## config.mk

```make
export PLATFORM = sky130hd
export DESIGN_NAME = count_step_decoder
export DESIGN_NICKNAME = d
export VERILOG_FILES = /design/src/rtl/count_dec_pkg.sv /design/src/rtl/count_delta_classify.sv /design/src/rtl/count_step_decoder.sv
export SDC_FILE = /design/constraint.sdc
export NUM_CORES = 1
export LEC_CHECK = 0
export CORE_ASPECT_RATIO = 0.75
export CORE_MARGIN = 2
export CORE_UTILIZATION = 60
export DETAILED_ROUTE_END_ITERATION = 6
export GPL_TIMING_DRIVEN = 1
export PLACE_DENSITY_LB_ADDON = 0.2
export SYNTH_ARGS = -nofsm -noshare
export SYNTH_HDL_FRONTEND = slang
export SYNTH_HIERARCHICAL = 1
export SYNTH_SLANG_ARGS = --single-unit
export TNS_END_PERCENT = 30
```

## constraint.sdc

```tcl
create_clock -name clk -period 7.2 [get_ports clk]
set_input_delay 1.44 -clock clk [delete_from_list [all_inputs] [get_ports clk]]
set_output_delay 1.44 -clock clk [all_outputs]
set_load 0.02 [all_outputs]
```

## src/rtl/count_dec_pkg.sv

```systemverilog
// Shared types and default widths for the counter step decoder.
// Step classification and FSM state encodings live here so the classifier and top agree.
package count_dec_pkg;

    localparam int unsigned DefCntW = 4;
    localparam int unsigned DefPosW = 16;

    typedef enum logic [1:0] {
        StUnlocked,
        StTrack,
        StError
    } dec_state_t;

    typedef enum logic [1:0] {
        KindHold,
        KindUp,
        KindDown,
        KindJump
    } step_kind_t;

endpackage

```

## src/rtl/count_delta_classify.sv

```systemverilog
// Classifies the modular difference between the held sample and the new one.
// Purely combinational; wrap marks a step that crosses the max/0 boundary.
module count_delta_classify
    import count_dec_pkg::*;
#(
    parameter int unsigned CNT_W = DefCntW
) (
    input  logic [CNT_W-1:0] last,
    input  logic [CNT_W-1:0] count_in,
    output step_kind_t       kind,
    output logic             wrap
);

    logic [CNT_W-1:0] delta;

    always_comb begin
        delta = count_in - last;
        kind  = KindJump;
        wrap  = 1'b0;
        if (delta == '0) begin
            kind = KindHold;
        end else if (delta == CNT_W'(1)) begin
            kind = KindUp;
            wrap = (last == '1);
        end else if (delta == '1) begin
            kind = KindDown;
            wrap = (last == '0);
        end
    end

endmodule

```

## src/rtl/count_step_decoder.sv

```systemverilog
// Reconstructs step events, direction and a saturating signed position from an
// observed up/down counter value; flags any change other than +/-1 as a jump.
module count_step_decoder
    import count_dec_pkg::*;
#(
    parameter int unsigned CNT_W = DefCntW,
    parameter int unsigned POS_W = DefPosW
) (
    input  logic             clk,
    input  logic             rst,
    input  logic [CNT_W-1:0] count_in,
    input  logic             sample_en,
    input  logic             clr,
    output logic             step,
    output logic             dir,
    output logic             wrap,
    output logic [POS_W-1:0] pos,
    output logic             sat,
    output logic             locked,
    output logic             err
);

    localparam logic [POS_W-1:0] PosMax = {1'b0, {(POS_W-1){1'b1}}};
    localparam logic [POS_W-1:0] PosMin = {1'b1, {(POS_W-1){1'b0}}};

    dec_state_t       state_q, state_d;
    logic [CNT_W-1:0] last_q, last_d;
    logic             step_q, step_d;
    logic             dir_q, dir_d;
    logic             wrap_q, wrap_d;
    logic [POS_W-1:0] pos_q, pos_d;
    logic             sat_q, sat_d;
    logic             err_q, err_d;

    step_kind_t kind;
    logic       cls_wrap;

    count_delta_classify #(
        .CNT_W (CNT_W)
    ) u_classify (
        .last     (last_q),
        .count_in (count_in),
        .kind     (kind),
        .wrap     (cls_wrap)
    );

    always_comb begin
        state_d = state_q;
        last_d  = last_q;
        step_d  = 1'b0;
        wrap_d  = 1'b0;
        dir_d   = dir_q;
        pos_d   = pos_q;
        sat_d   = sat_q;
        err_d   = err_q;
        // clr outranks a coincident sample, which is dropped.
        if (clr) begin
            state_d = StUnlocked;
            pos_d   = '0;
            sat_d   = 1'b0;
            err_d   = 1'b0;
        end else if (sample_en) begin
            unique case (state_q)
                StUnlocked: begin
                    last_d  = count_in;
                    state_d = StTrack;
                end
                StTrack: begin
                    last_d = count_in;
                    unique case (kind)
                        KindUp: begin
                            step_d = 1'b1;
                            dir_d  = 1'b1;
                            wrap_d = cls_wrap;
                            if (pos_q == PosMax) sat_d = 1'b1;
                            else                 pos_d = pos_q + POS_W'(1);
                        end
                        KindDown: begin
                            step_d = 1'b1;
                            dir_d  = 1'b0;
                            wrap_d = cls_wrap;
                            if (pos_q == PosMin) sat_d = 1'b1;
                            else                 pos_d = pos_q - POS_W'(1);
                        end
                        KindJump: begin
                            err_d   = 1'b1;
                            state_d = StError;
                        end
                        default: ;
                    endcase
                end
                default: ;
            endcase
        end
    end

    always_ff @(posedge clk or posedge rst) begin
        if (rst) begin
            state_q <= StUnlocked;
            last_q  <= '0;
            step_q  <= 1'b0;
            dir_q   <= 1'b1;
            wrap_q  <= 1'b0;
            pos_q   <= '0;
            sat_q   <= 1'b0;
            err_q   <= 1'b0;
        end else begin
            state_q <= state_d;
            last_q  <= last_d;
            step_q  <= step_d;
            dir_q   <= dir_d;
            wrap_q  <= wrap_d;
            pos_q   <= pos_d;
            sat_q   <= sat_d;
            err_q   <= err_d;
        end
    end

    assign step   = step_q;
    assign dir    = dir_q;
    assign wrap   = wrap_q;
    assign pos    = pos_q;
    assign sat    = sat_q;
    assign err    = err_q;
    assign locked = (state_q == StTrack);

endmodule

```

==> metrics.txt <==
Final GP Congestion 0.9151; Synth top area share 0.2776; outcome completed; fraction of registers with async set/reset 1.000; peak supply drop 0.1184 mV; syn nets 303; PD cells 211.8 nW/µm²; P_leak 1.040 nW; worst clock skew 0.003370 ns; die area 4427 µm²; DR vias 2,181; pin count of the biggest net entering global routing 28; clock root buffer clkbuf_8; library cells used by synthesis 64; Synth Area in XOR/XNOR 0.06727; post-synthesis mux area share 0.05446; Max Clock Freq 175.9 MHz; IO buf count 29; cell taking the most area after synthesis dfrtp_1; Die Height 58.13 µm; CTS buffer count 3; NumNets Final 316; num rows 19; Worst-Margin Slew 1.034 ns; critical path cell sequence clkdlybuf4s50_1, ha_1, a21oi_2, o21ai_1, xnor2_1, mux2i_1, inv_1, ha_1, xor2_1, ha_1, or3_1, a21oi_2, o31ai_2, a221oi_2, mux2i_1, or3_1, a21oi_1; CP Data Required Time 7.39 ns; Fin. Hold Viols 0; Critical Path Max Stage Delay 0.47 ns; dpl hpwl 3.875 mm; share of layout cells above drive strength 1 0.08784; clock slew at reported path FFs 0.09 ns; initial antenna violation count 0; yosys warns 6; Crit path max-delay family adder cells; CTS tree yes; Final period util 0.7896; CP Launch Type primary input; setup violators final 0; Crit path buffers/inverters 2; Slew headroom 0.3098; setup bufs post-CTS 0; top post-synthesis cells by count nor2_1 (28), dfrtp_1 (26), nand2_1 (19), a21oi_1 (18), xnor2_1 (15); sequential area share after synthesis 0.2888; EDFF count, synth 0; total power 0.5603 mW; Total GRT Usage 0.2681; Die W 76.17 µm; RSZ-0062 raised after global routing no; fillers 303; Netlist Area Pre-Place 2343 µm²; Routed WL per cell 15.92 µm; post-cts sizing count 0; Mapped Avg Cell Area 8.252 µm²; GRT overflow 0; CP dominant cell by count ha_1; synth top area cells dfrtp_1 (28%), xnor2_1 (5.6%), ha_1 (5.3%); Final Slew Violations 0; kind of path behind the tightest hold check flip-flop to flip-flop; setup TNS 0 ns; global-route wire length before repair 9.487 mm; Area Growth Syn to Fin 12.87%; Initial DRT Pass Iterations 6; post-synthesis cell count 284; core area 3709 µm²; drt first-iter violations 259; Adder-Cell Fraction of Synth Area 0.06193; vias in the first global route 1,904; Seq. cell area 676.9 µm²; Vias/cell 6.267; largest family of logic cells by synthesized area simple AND/OR/NAND/NOR gates; area occupied by multi-input gates 1504 µm²; Critical-path top delay cell ha_1; clock buffer depth 2; Post-DRT Antenna Nets 0; critical path class primary input to flip-flop; ys flop type dfrtp_1; max-cap check violation count 0; crit path DAT 5.88 ns; H-Tree Depth 1; simple-gate portion of the synthesized area 0.2429; Antenna diodes 0; synthesized flop and latch total 27; Hold Buf Count CTS 0; critical-path maximum fanout 21; fin util 0.7132; Initial Util 0.6319; Skew-Pair Late Insertion Delay 0.27 ns; most frequent cell after synthesis nor2_1; clk sinks 27; IO Count 30; # DRC 0; Worst Setup End Kind flip-flop; drt total wl 5.541 mm; complex-gate fraction of the synthesized area 0.2152; Tmin final 5.685 ns
==> worst paths after layout <==
path / startpoint / endpoint / slack (ns) / depth (start not counted)
max: count_in[2] / pos[12]$_DFFE_PP0P_ / 1.52 / 17
min: dir$_DFFE_PP1P_ / dir$_DFFE_PP1P_ / 0.51 / 2
max reg2reg: last_q[2]$_DFFE_PP0P_ / pos[12]$_DFFE_PP0P_ / 2.68 / 17
min reg2reg: dir$_DFFE_PP1P_ / dir$_DFFE_PP1P_ / 0.51 / 2
max in group asynchronous: rst / pos[12]$_DFFE_PP0P_ / 4.86 / 2
min in group asynchronous: rst / last_q[2]$_DFFE_PP0P_ / 1.71 / 2
==> sequential cells by signal, summed over array words and instances (netlist names) <==
register	cells
err	1
pos	16
last_q	4
step	1
wrap	1
dir	1
state_q	2
sat	1
==> per-layer routing <==
metal,GRT usage,up-vias,part of all wire
met1,0.3919,1028,0.47
met5,0,-,0
met3,0.03427,4,0.072
met4,0.04416,0,0.0058
li1,-,1040,-
met2,0.4413,109,0.45
==> worst register-to-register path: cells and delay by family, from the launching register on <==
kind,cells,cell delay [ns]
simple gates,2,0.65
xor+xnor,2,0.64
flops,1,0.39
fa+ha+maj,3,1.08
buf+inv,2,0.17
mux,2,0.47
compound gates,6,1.04
==> layout make-up <==
cell class | count | share of cell area
multi-input cells | 221 | 0.5686
flip-flops and latches | 27 | 0.2559
repair buffers | 31 | 0.1154
well taps | 52 | 0.02460
inverters | 13 | 0.01845
clock buffers | 4 | 0.01703
==> through the flow <==
| stage | instance area (µm²) | std cells | setup slack [ns] | hold slack, ns |
|---|---|---|---|---|
| 3_5_place_dp | 2600 | 344 | 1.277 | 0.4906 |
| 4_1_cts | 2645 | 348 | 1.550 | 0.5083 |
| 5_1_grt | 2645 | 348 | 1.193 | 0.5500 |
| 6_report | 2645 | 348 | 1.515 | 0.5081 |
| 2_1_floorplan | 2344 | 284 | 1.877 | 0.5038 |
| 3_3_place_gp | 2600 | 344 | 1.429 | 0.4897 |
==> kinds of logic (layout without fill, tap and decap cells) <==
group / after synthesis / count (layout)
xor gates and xnor gates: 18 / 18
muxes: 12 / 12
DFF: 27 / 27
buffers and inverters: 36 / 48
and+or+nand+nor: 106 / 106
adders and majority gates: 11 / 11
AOI/OAI and AO/OA: 74 / 74
==> placed cells by master (no fill, tap or decap), types with 3 or more instances in the layout <==
master            n
a21oi_1          18
a22oi_1           4
a31o_2            3
a31oi_1           4
and3_1            5
clkbuf_8          3
clkdlybuf4s50_1  29
dfrtp_1          26
ha_1             10
inv_1            13
mux2_2            4
mux2i_1           6
nand2_1          19
nand2b_1          4
nand3_1           7
nand4_1           4
nor2_1           28
nor2b_1           4
nor3_1           10
nor3b_1           4
o21ai_0          12
o21ai_1           6
or3_1             7
xnor2_1          15
xor2_1            3
==> where the power goes <==
part           leakage [nW]  switching [mW]  internal [mW]  total, mW
Clock                0.0228          0.0476         0.0397     0.0873
Combinational         0.655           0.171          0.118      0.289
Sequential            0.363          0.0168          0.167      0.184
(Power assumes the default switching activity.)
